$ cat src/rtl/cpu_oam_dma.sv
// Sprite DMA: a CPU write to the page register halts the CPU and copies LEN bytes
// from {page, idx} into OAM. Define OAM_DMA_PARITY_ALIGN_EN to add odd-cycle alignment.
module cpu_oam_dma #(
   parameter int                ADDR_W        = 16,
   parameter int                DATA_W        = 8,
   parameter int                LEN           = 256,
   parameter int                DEST_W        = 8,
   parameter logic [ADDR_W-1:0] PAGE_REG_ADDR = 16'h4014
) (
   input  logic              mainClk,
   input  logic              reset,
   input  logic              cpuCe,
   input  logic [ADDR_W-1:0] busAddr,
   input  logic [DATA_W-1:0] busWrData,
   input  logic              busWe,
   input  logic [DEST_W-1:0] oamStart,
   output logic              cpuHalt,
   output logic [ADDR_W-1:0] dmaAddr,
   output logic              dmaRd,
   input  logic [DATA_W-1:0] dmaRdData,
   output logic [DEST_W-1:0] oamAddr,
   output logic [DATA_W-1:0] oamWrData,
   output logic              oamWe,
   output logic              busy,
   output logic              done
);

   localparam int IDX_W = $clog2(LEN);

   typedef enum logic [2:0] {
      S_IDLE,
      S_HALT,
      S_ALIGN,
      S_READ,
      S_WRITE
   } state_t;

   state_t            r_state;
   state_t            w_next;
   logic              w_align;
   logic              w_last;
   logic [IDX_W-1:0]  w_idx_inc;

   logic [DATA_W-1:0] r_page;
   logic [DEST_W-1:0] r_base;
   logic [IDX_W-1:0]  r_idx;
   logic              r_cpuHalt;
   logic              r_busy;
   logic              r_done;
   logic              r_dmaRd;
   logic [ADDR_W-1:0] r_dmaAddr;
   logic [DEST_W-1:0] r_oamAddr;
   logic [DATA_W-1:0] r_oamWrData;

`ifdef OAM_DMA_PARITY_ALIGN_EN
   logic r_parity;

   always_ff @(posedge mainClk) begin
      if (reset)
         r_parity <= 1'b0;
      else if (cpuCe)
         r_parity <= ~r_parity;
   end
`endif

   assign w_last    = (r_idx == IDX_W'(LEN - 1));
   assign w_idx_inc = r_idx + IDX_W'(1);

   always_comb begin
      w_next  = r_state;
      w_align = 1'b0;
`ifdef OAM_DMA_PARITY_ALIGN_EN
      w_align = r_parity;
`endif
      case (r_state)
         S_IDLE:  if (busWe && (busAddr == PAGE_REG_ADDR)) w_next = S_HALT;
         S_HALT:  w_next = w_align ? S_ALIGN : S_READ;
         S_ALIGN: w_next = S_READ;
         S_READ:  w_next = S_WRITE;
         S_WRITE: w_next = w_last ? S_IDLE : S_READ;
         default: w_next = S_IDLE;
      endcase
   end

   // All state moves on CPU ticks only; done is cleared every mainClk so it is one clock wide.
   always_ff @(posedge mainClk) begin
      if (reset) begin
         r_state     <= S_IDLE;
         r_page      <= '0;
         r_base      <= '0;
         r_idx       <= '0;
         r_cpuHalt   <= 1'b0;
         r_busy      <= 1'b0;
         r_done      <= 1'b0;
         r_dmaRd     <= 1'b0;
         r_dmaAddr   <= '0;
         r_oamAddr   <= '0;
         r_oamWrData <= '0;
      end else begin
         r_done <= 1'b0;
         if (cpuCe) begin
            r_state   <= w_next;
            r_cpuHalt <= (w_next != S_IDLE);
            r_busy    <= (w_next != S_IDLE);
            r_dmaRd   <= (w_next == S_READ);
            r_done    <= (r_state == S_WRITE) && w_last;
            case (r_state)
               S_IDLE: begin
                  if (w_next == S_HALT) begin
                     r_page <= busWrData;
                     r_base <= oamStart;
                     r_idx  <= '0;
                  end
               end
               S_HALT, S_ALIGN: begin
                  if (w_next == S_READ)
                     r_dmaAddr <= ADDR_W'({r_page, r_idx});
               end
               S_READ: begin
                  r_oamWrData <= dmaRdData;
                  r_oamAddr   <= r_base + DEST_W'(r_idx);
               end
               S_WRITE: begin
                  r_idx <= w_idx_inc;
                  if (!w_last)
                     r_dmaAddr <= ADDR_W'({r_page, w_idx_inc});
               end
               default: ;
            endcase
         end
      end
   end

   assign cpuHalt   = r_cpuHalt;
   assign busy      = r_busy;
   assign done      = r_done;
   assign dmaRd     = r_dmaRd;
   assign dmaAddr   = r_dmaAddr;
   assign oamAddr   = r_oamAddr;
   assign oamWrData = r_oamWrData;
   assign oamWe     = (r_state == S_WRITE) && cpuCe;

endmodule

$ cat config.mk
export PLATFORM = sky130hd
export DESIGN_NAME = cpu_oam_dma
export DESIGN_NICKNAME = d
export VERILOG_FILES = /design/src/rtl/cpu_oam_dma.sv
export SDC_FILE = /design/constraint.sdc
export NUM_CORES = 1
export LEC_CHECK = 0
export CAP_MARGIN = 20
export CORE_UTILIZATION = 36
export CTS_BUF_LIST = sky130_fd_sc_hd__clkbuf_4 sky130_fd_sc_hd__clkbuf_8
export DETAILED_ROUTE_END_ITERATION = 7
export GPL_TIMING_DRIVEN = 0
export HOLD_SLACK_MARGIN = 0.12
export SLEW_MARGIN = 20
export SYNTH_ARGS = -nofsm -noshare
export SYNTH_HDL_FRONTEND = slang
export SYNTH_SLANG_ARGS = --single-unit
$ cat constraint.sdc
create_clock -name mainClk -period 2.8 [get_ports mainClk]
set_clock_uncertainty 0.1 [all_clocks]
set_input_delay 0.56 -clock mainClk [delete_from_list [all_inputs] [get_ports mainClk]]
set_output_delay 0.56 -clock mainClk [all_outputs]
set_load 0.05 [all_outputs]
==> impl_metrics.yaml, run 1 <==
run_status:
  outcome: "finished clean"
power_and_ir_drop:
  power_frac_seq: 0.495
  leakage_nw: 1.43
  pwr-share-clk: 0.449
  power_density_nw_per_um2: 423
  swShare: 0.222
  power_switching_uw: 395
  ir_drop_mv: 0.156
  p_int_mw: 1.39
  p_comb_frac: 0.057
setup_path:
  endpoint_kind: "output port"
  crit_path_end: "oamWe"
  r2r-end: "dmaAddr[0]"
  crit_fanout: 7
  worst_setup_path_start_kind: "register"
  crit_start: "r_state[2]"
  crit_required_ns: 2.14
  r2r_cells: 5
  critical_path_class: "register to output port"
  regToRegSetupSlack_ns: 0.51
  critPathSlowestCell: "dlygate4sd2_1"
  cp.arrival_ns: 2.03
  cp_cell_sequence: "or3b_1 > buf_6 > clkinv_2 > nand2_4 > clkinv_4 > dlygate4sd2_1"
  cpPeakStageDelay_ns: 0.52
  r2r_start: "r_idx[0]"
synth:
  yosysUniqueCellTypes: 56
  yosysSeqAreaShare: 0.404
  synth_cells: 362
  ys_ff_latch: 62
  postSynthAreaPerCell_um2: 8.49
  netlist_area_um2: 3070
  synth_nets: 416
  synth_flop_cell: "dfxtp_1"
  synthArstFlopShare: 0
  synth_edf_count: 0
  ys.warnings.count: 0
cells_and_area:
  syn_to_final_growth_pct: 36.9
  n_fill_cell: 836
  num-nets-final: 507
  drive_gt1_frac: 0.124
  mostFrequentLayoutCell: "clkdlybuf4s50_1"
  mostFrequentLayoutCells: "79 x clkdlybuf4s50_1, 62 x dfxtp_1, 41 x a21oi_1"
  fin_cells: 563
  n_antenna_cell: 0
timing:
  drv_slew: 0
  period_share: 0.960
  rsz0062_at_grt: "false"
  period_needed_ns: 2.69
  maxSlewHeadroom: 0.594
  setup_tns_ns: 0
  setup_viol: 0
  hold_viol_final: 0
  tightest_slew_ns: 0.608
  fin_hold_ws_ns: 0.356
  fmax_ghz: 0.372
clock_network:
  path_clk_slew_ns: 0.08
  cts_resized: 1
  cts-root-buf: "clkbuf_8"
  clk_latency_ns: 0.33
  ctsHtreeMaxLevel: 3
  clockBufferDepth: 2
  holdBufCountCts: 0
  cts_setup_buffers: 0
  cts_sinks: 62
  cts_buffers: 9
  cts_tree: "yes"
floorplanning:
  die_h_um: 94.4
  die-area_um2: 8910
  coreArea_um2: 8260
  initial_core_util: 0.372
  floorplan.rows: 33
  die_x_um: 94.4
  ioPinCount: 81
grt:
  antenna_found_initial: 0
  grt_max_degree: 12
  grt-ovfl-total: 0
  grtUsageTotal: 0.210
  grt_pass1_wl_mm: 14.4
  grt_pass1_vias: 2956
route:
  wire_per_inst_um: 15.3
  drt_first_pass_iters: 4
  drc: 0
  vias: 2986
  viasPerCell: 5.30
  wirelength_mm: 8.63
  drt_iter0_drc: 94
  final_antenna_net_count: 0
run:
  maxCapViolCount: 0
placement:
  dp_hpwl_mm: 6.30
  gp_congestion: 0.821
  port_buffers: 80
  placed_cells: 547
worst_hold_path:
  hp-class: "register to register"
## worst min-delay path by stage
stage,start,slack [ns],endpoint,cells past startpoint
2_1_floorplan,r_page[2],0.34,dmaAddr[10],2
3_3_place_gp,oamAddr[3],0.34,oamAddr[3],2
3_5_place_dp,oamWrData[4],0.35,oamWrData[4],2
4_1_cts,r_page[1],0.35,dmaAddr[9],2
5_1_grt,r_page[3],0.38,dmaAddr[11],2
6_report,oamWrData[4],0.36,oamWrData[4],2
## critical path: cells and delay by family, from the launching register on
kind                   cells  cell delay (ns)
buffers and inverters      4             0.82
DFF                        1             0.39
and+or+nand+nor            2             0.46
## Yosys cell counts, drive strengths merged, types with 6 or more instances
library cell | number | area share
a21oi | 51 | 0.095
xnor2 | 6 | 0.017
a211oi | 7 | 0.019
nand3 | 33 | 0.054
nor3 | 13 | 0.021
o211ai | 9 | 0.022
nor2 | 13 | 0.016
o21ai | 32 | 0.063
nor4 | 7 | 0.014
clkbuf | 14 | 0.017
dfxtp | 62 | 0.40
nand2 | 35 | 0.046
buf | 14 | 0.031
ha | 9 | 0.037
## cell families (layout without fill, tap and decap cells)
group                      Yosys count  count (layout)  synth area share
and+or+nand+nor                    123             123             0.202
xor gates and xnor gates             9               9            0.0256
DFF                                 62              62             0.404
adders and majority gates           10              10            0.0431
buffers and inverters               36             132            0.0594
muxes                                3               3            0.0102
AOI/OAI and AO/OA                  119             119             0.256
## sequential cells by signal, indices dropped and copies added, names as in the netlist
| signal | count |
|---|---|
| r_state | 3 |
| r_page | 8 |
| oamAddr | 8 |
| oamWrData | 8 |
| done | 1 |
| r_base | 8 |
| dmaAddr | 16 |
| r_idx | 8 |
| dmaRd | 1 |
| busy | 1 |
## metrics by stage
step / total power [mW] / util / worst slack [ns] / cell area [um2]
after global routing: 1.85 / 0.510 / 0.000716 / 4210
after floorplan: 0.928 / - / 0.981 / 3070
after CTS: 1.80 / 0.510 / 0.0929 / 4210
after global placement: 1.00 / 0.485 / -0.0980 / 4010
final: 1.78 / 0.510 / 0.113 / 4210
after detailed placement: 1.00 / 0.485 / -0.0962 / 4010
## layer usage
metal | global-route usage | up-vias | part of all wire
met4 | 0.0577 | 0 | 0.013
met1 | 0.274 | 1395 | 0.46
met3 | 0.0572 | 8 | 0.061
met5 | 0 | - | 0
li1 | - | 1493 | -
met2 | 0.338 | 90 | 0.46
## power groups by stage
stage	registers, mW	logic (mW)	clock network (mW)
after floorplan	0.902	0.0263	0
after global placement	0.902	0.101	0
after detailed placement	0.902	0.101	0
after CTS	0.881	0.102	0.813
after global routing	0.881	0.110	0.860
final	0.881	0.101	0.799
## cell type report
| type | count | area [um2] | share of cell area |
|---|---|---|---|
| flip-flops and latches | 62 | 1240 | 0.295 |
| plain buffers | 28 | 146 | 0.0348 |
| clock buffers | 11 | 145 | 0.0345 |
| well taps | 105 | 131 | 0.0312 |
| multi-input cells | 264 | 1650 | 0.392 |
| repair buffers | 80 | 800 | 0.190 |
| clock inverters | 5 | 58.8 | 0.0140 |
| inverters | 8 | 36.3 | 0.00862 |
Power figures use the tool's default switching activity.
==> run 2: changes to the inputs <==
--- a/config.mk
+++ b/config.mk
@@ -6,11 +6,12 @@
 export NUM_CORES = 1
 export LEC_CHECK = 0
 export CAP_MARGIN = 20
-export CORE_UTILIZATION = 36
+export CORE_UTILIZATION = 35
 export CTS_BUF_LIST = sky130_fd_sc_hd__clkbuf_4 sky130_fd_sc_hd__clkbuf_8
 export DETAILED_ROUTE_END_ITERATION = 7
 export GPL_TIMING_DRIVEN = 0
 export HOLD_SLACK_MARGIN = 0.12
+export REMOVE_ABC_BUFFERS = 1
 export SLEW_MARGIN = 20
 export SYNTH_ARGS = -nofsm -noshare
 export SYNTH_HDL_FRONTEND = slang
==> run 2 against run 1 <==
Compared with the run above: combinational power barely moved; sequential cell count did not move; setup slack got worse by 0.018 ns; worst hold slack got worse by 0.0018 ns; critical endpoint unchanged; largest power group is now the clock network; highest routed layer unchanged.
==> impl_metrics.yaml, run 2 (synthesis gave the netlist of run 1 again) <==
run_status:
  outcome: "finished clean"
cells_and_area:
  mostFrequentLayoutCell: "clkdlybuf4s50_1"
  drive_gt1_frac: 0.114
  largest_register_ffs: 16
  mostFrequentLayoutCells: "78 x clkdlybuf4s50_1, 62 x dfxtp_1, 41 x a21oi_1"
  num-nets-final: 480
  syn_to_final_growth_pct: 33.9
  finalInstanceArea_um2: 4120
  n_antenna_cell: 0
  fin_cells: 536
grt:
  grt_pass1_vias: 2837
  grtUsageTotal: 0.193
  antenna_found_initial: 0
  grt_max_degree: 37
  grt-ovfl-total: 0
  grt_pass1_wl_mm: 13.5
timing:
  period_needed_ns: 2.71
  tightest_slew_ns: 0.918
  hold_viol_final: 0
  setup_tns_ns: 0
  fin_ws_ns: 0.0948
  maxSlewHeadroom: 0.386
  rsz0062_at_grt: "false"
  setup_viol: 0
  fmax_ghz: 0.370
  drv_slew: 0
  period_share: 0.966
clock_network:
  clockBufferDepth: 2
  cts_resized: 3
  cts-root-buf: "clkbuf_8"
  cts_tree: "yes"
  cts_sinks: 62
  path_clk_slew_ns: 0.06
  cts_setup_buffers: 0
  cts_buffers: 9
  clk_latency_ns: 0.34
  holdBufCountCts: 0
  ctsHtreeMaxLevel: 3
floorplanning:
  initial_core_util: 0.369
  floorplan.rows: 33
  ioPinCount: 81
  die-area_um2: 9160
  coreArea_um2: 8340
  die_x_um: 95.7
  die_h_um: 95.7
route:
  drt_iter0_drc: 143
  final_antenna_net_count: 0
  vias: 2907
  drc: 0
  wirelength_mm: 8.02
  drt_first_pass_iters: 4
  viasPerCell: 5.42
  wire_per_inst_um: 15.0
power_and_ir_drop:
  power_frac_seq: 0.463
  p_comb_frac: 0.052
  pwr-share-clk: 0.485
  swShare: 0.200
  ir_drop_mv: 0.176
  leakage_nw: 1.37
  power_switching_uw: 381
  p_int_mw: 1.52
  power_density_nw_per_um2: 463
setup_path:
  worst_setup_path_start_kind: "register"
  endpoint_kind: "output port"
  crit_start: "r_state[0]"
  regToRegSetupSlack_ns: 0.61
  crit_fanout: 11
  cp.arrival_ns: 2.05
  critical_path_class: "register to output port"
  r2r-end: "dmaAddr[3]"
  crit_path_end: "oamWe"
  crit_required_ns: 2.14
  r2r_start: "r_state[0]"
  r2r_cells: 7
placement:
  placed_cells: 520
  port_buffers: 80
  dp_slack_ns: -0.220
  dp_hpwl_mm: 5.47
  gp_congestion: 0.762
  dpl_cell_area_um2: 3870
run:
  maxCapViolCount: 0
worst_hold_path:
  hp-class: "register to register"
==> run 2: worst min-delay path by stage <==
stage / slack (ns) / to / cells past startpoint / startpoint
floorplan: 0.33 / dmaAddr[10] / 2 / r_page[2]
global placement: 0.34 / oamAddr[3] / 2 / oamAddr[3]
detailed placement: 0.35 / oamAddr[4] / 2 / oamAddr[4]
CTS: 0.36 / oamAddr[4] / 2 / oamAddr[4]
global route: 0.37 / dmaAddr[13] / 2 / r_page[5]
finish: 0.35 / oamAddr[4] / 2 / oamAddr[4]
==> run 2: final cells by class <==
type                    instances  area [um2]
repair buffers                 81         817
well taps                     105         131
multi-input cells             264        1650
inverters                       8        36.3
clock inverters                 3        65.1
clock buffers                  13         173
flip-flops and latches         62        1240
fillers                       817        4230
==> run 2: stage by stage <==
stage                      util  total power [mW]  hold WS (ns)
final                     0.493              1.90         0.354
after CTS                 0.493              1.93         0.356
after floorplan               -             0.914         0.330
after global routing      0.493              1.98         0.373
after global placement    0.463             0.997         0.340
after detailed placement  0.465              1.00         0.346
==> run 2: metal layers <==
metal | vias to the layer above | GRT usage | wire, um
li1 | 1444 | - | -
met1 | 1383 | 0.249 | 3770
met2 | 70 | 0.318 | 3800
met3 | 10 | 0.0316 | 306
met4 | 0 | 0.0808 | 136
met5 | - | 0 | 0
==> run 2: worst max-delay path: stages (launching register included) <==
cell             delay [ns]
dfxtp_1                0.36
or3b_1                 0.54
clkinv_2               0.21
nand2_4                0.12
clkinv_4               0.11
clkdlybuf4s15_2        0.37
==> run 2: power groups by stage <==
stage | registers [mW] | logic (mW) | clock network (mW)
floorplan | 0.902 | 0.0129 | 0
global placement | 0.902 | 0.0959 | 0
detailed placement | 0.902 | 0.0983 | 0
CTS | 0.881 | 0.0988 | 0.946
global route | 0.881 | 0.105 | 0.995
finish | 0.882 | 0.0980 | 0.924
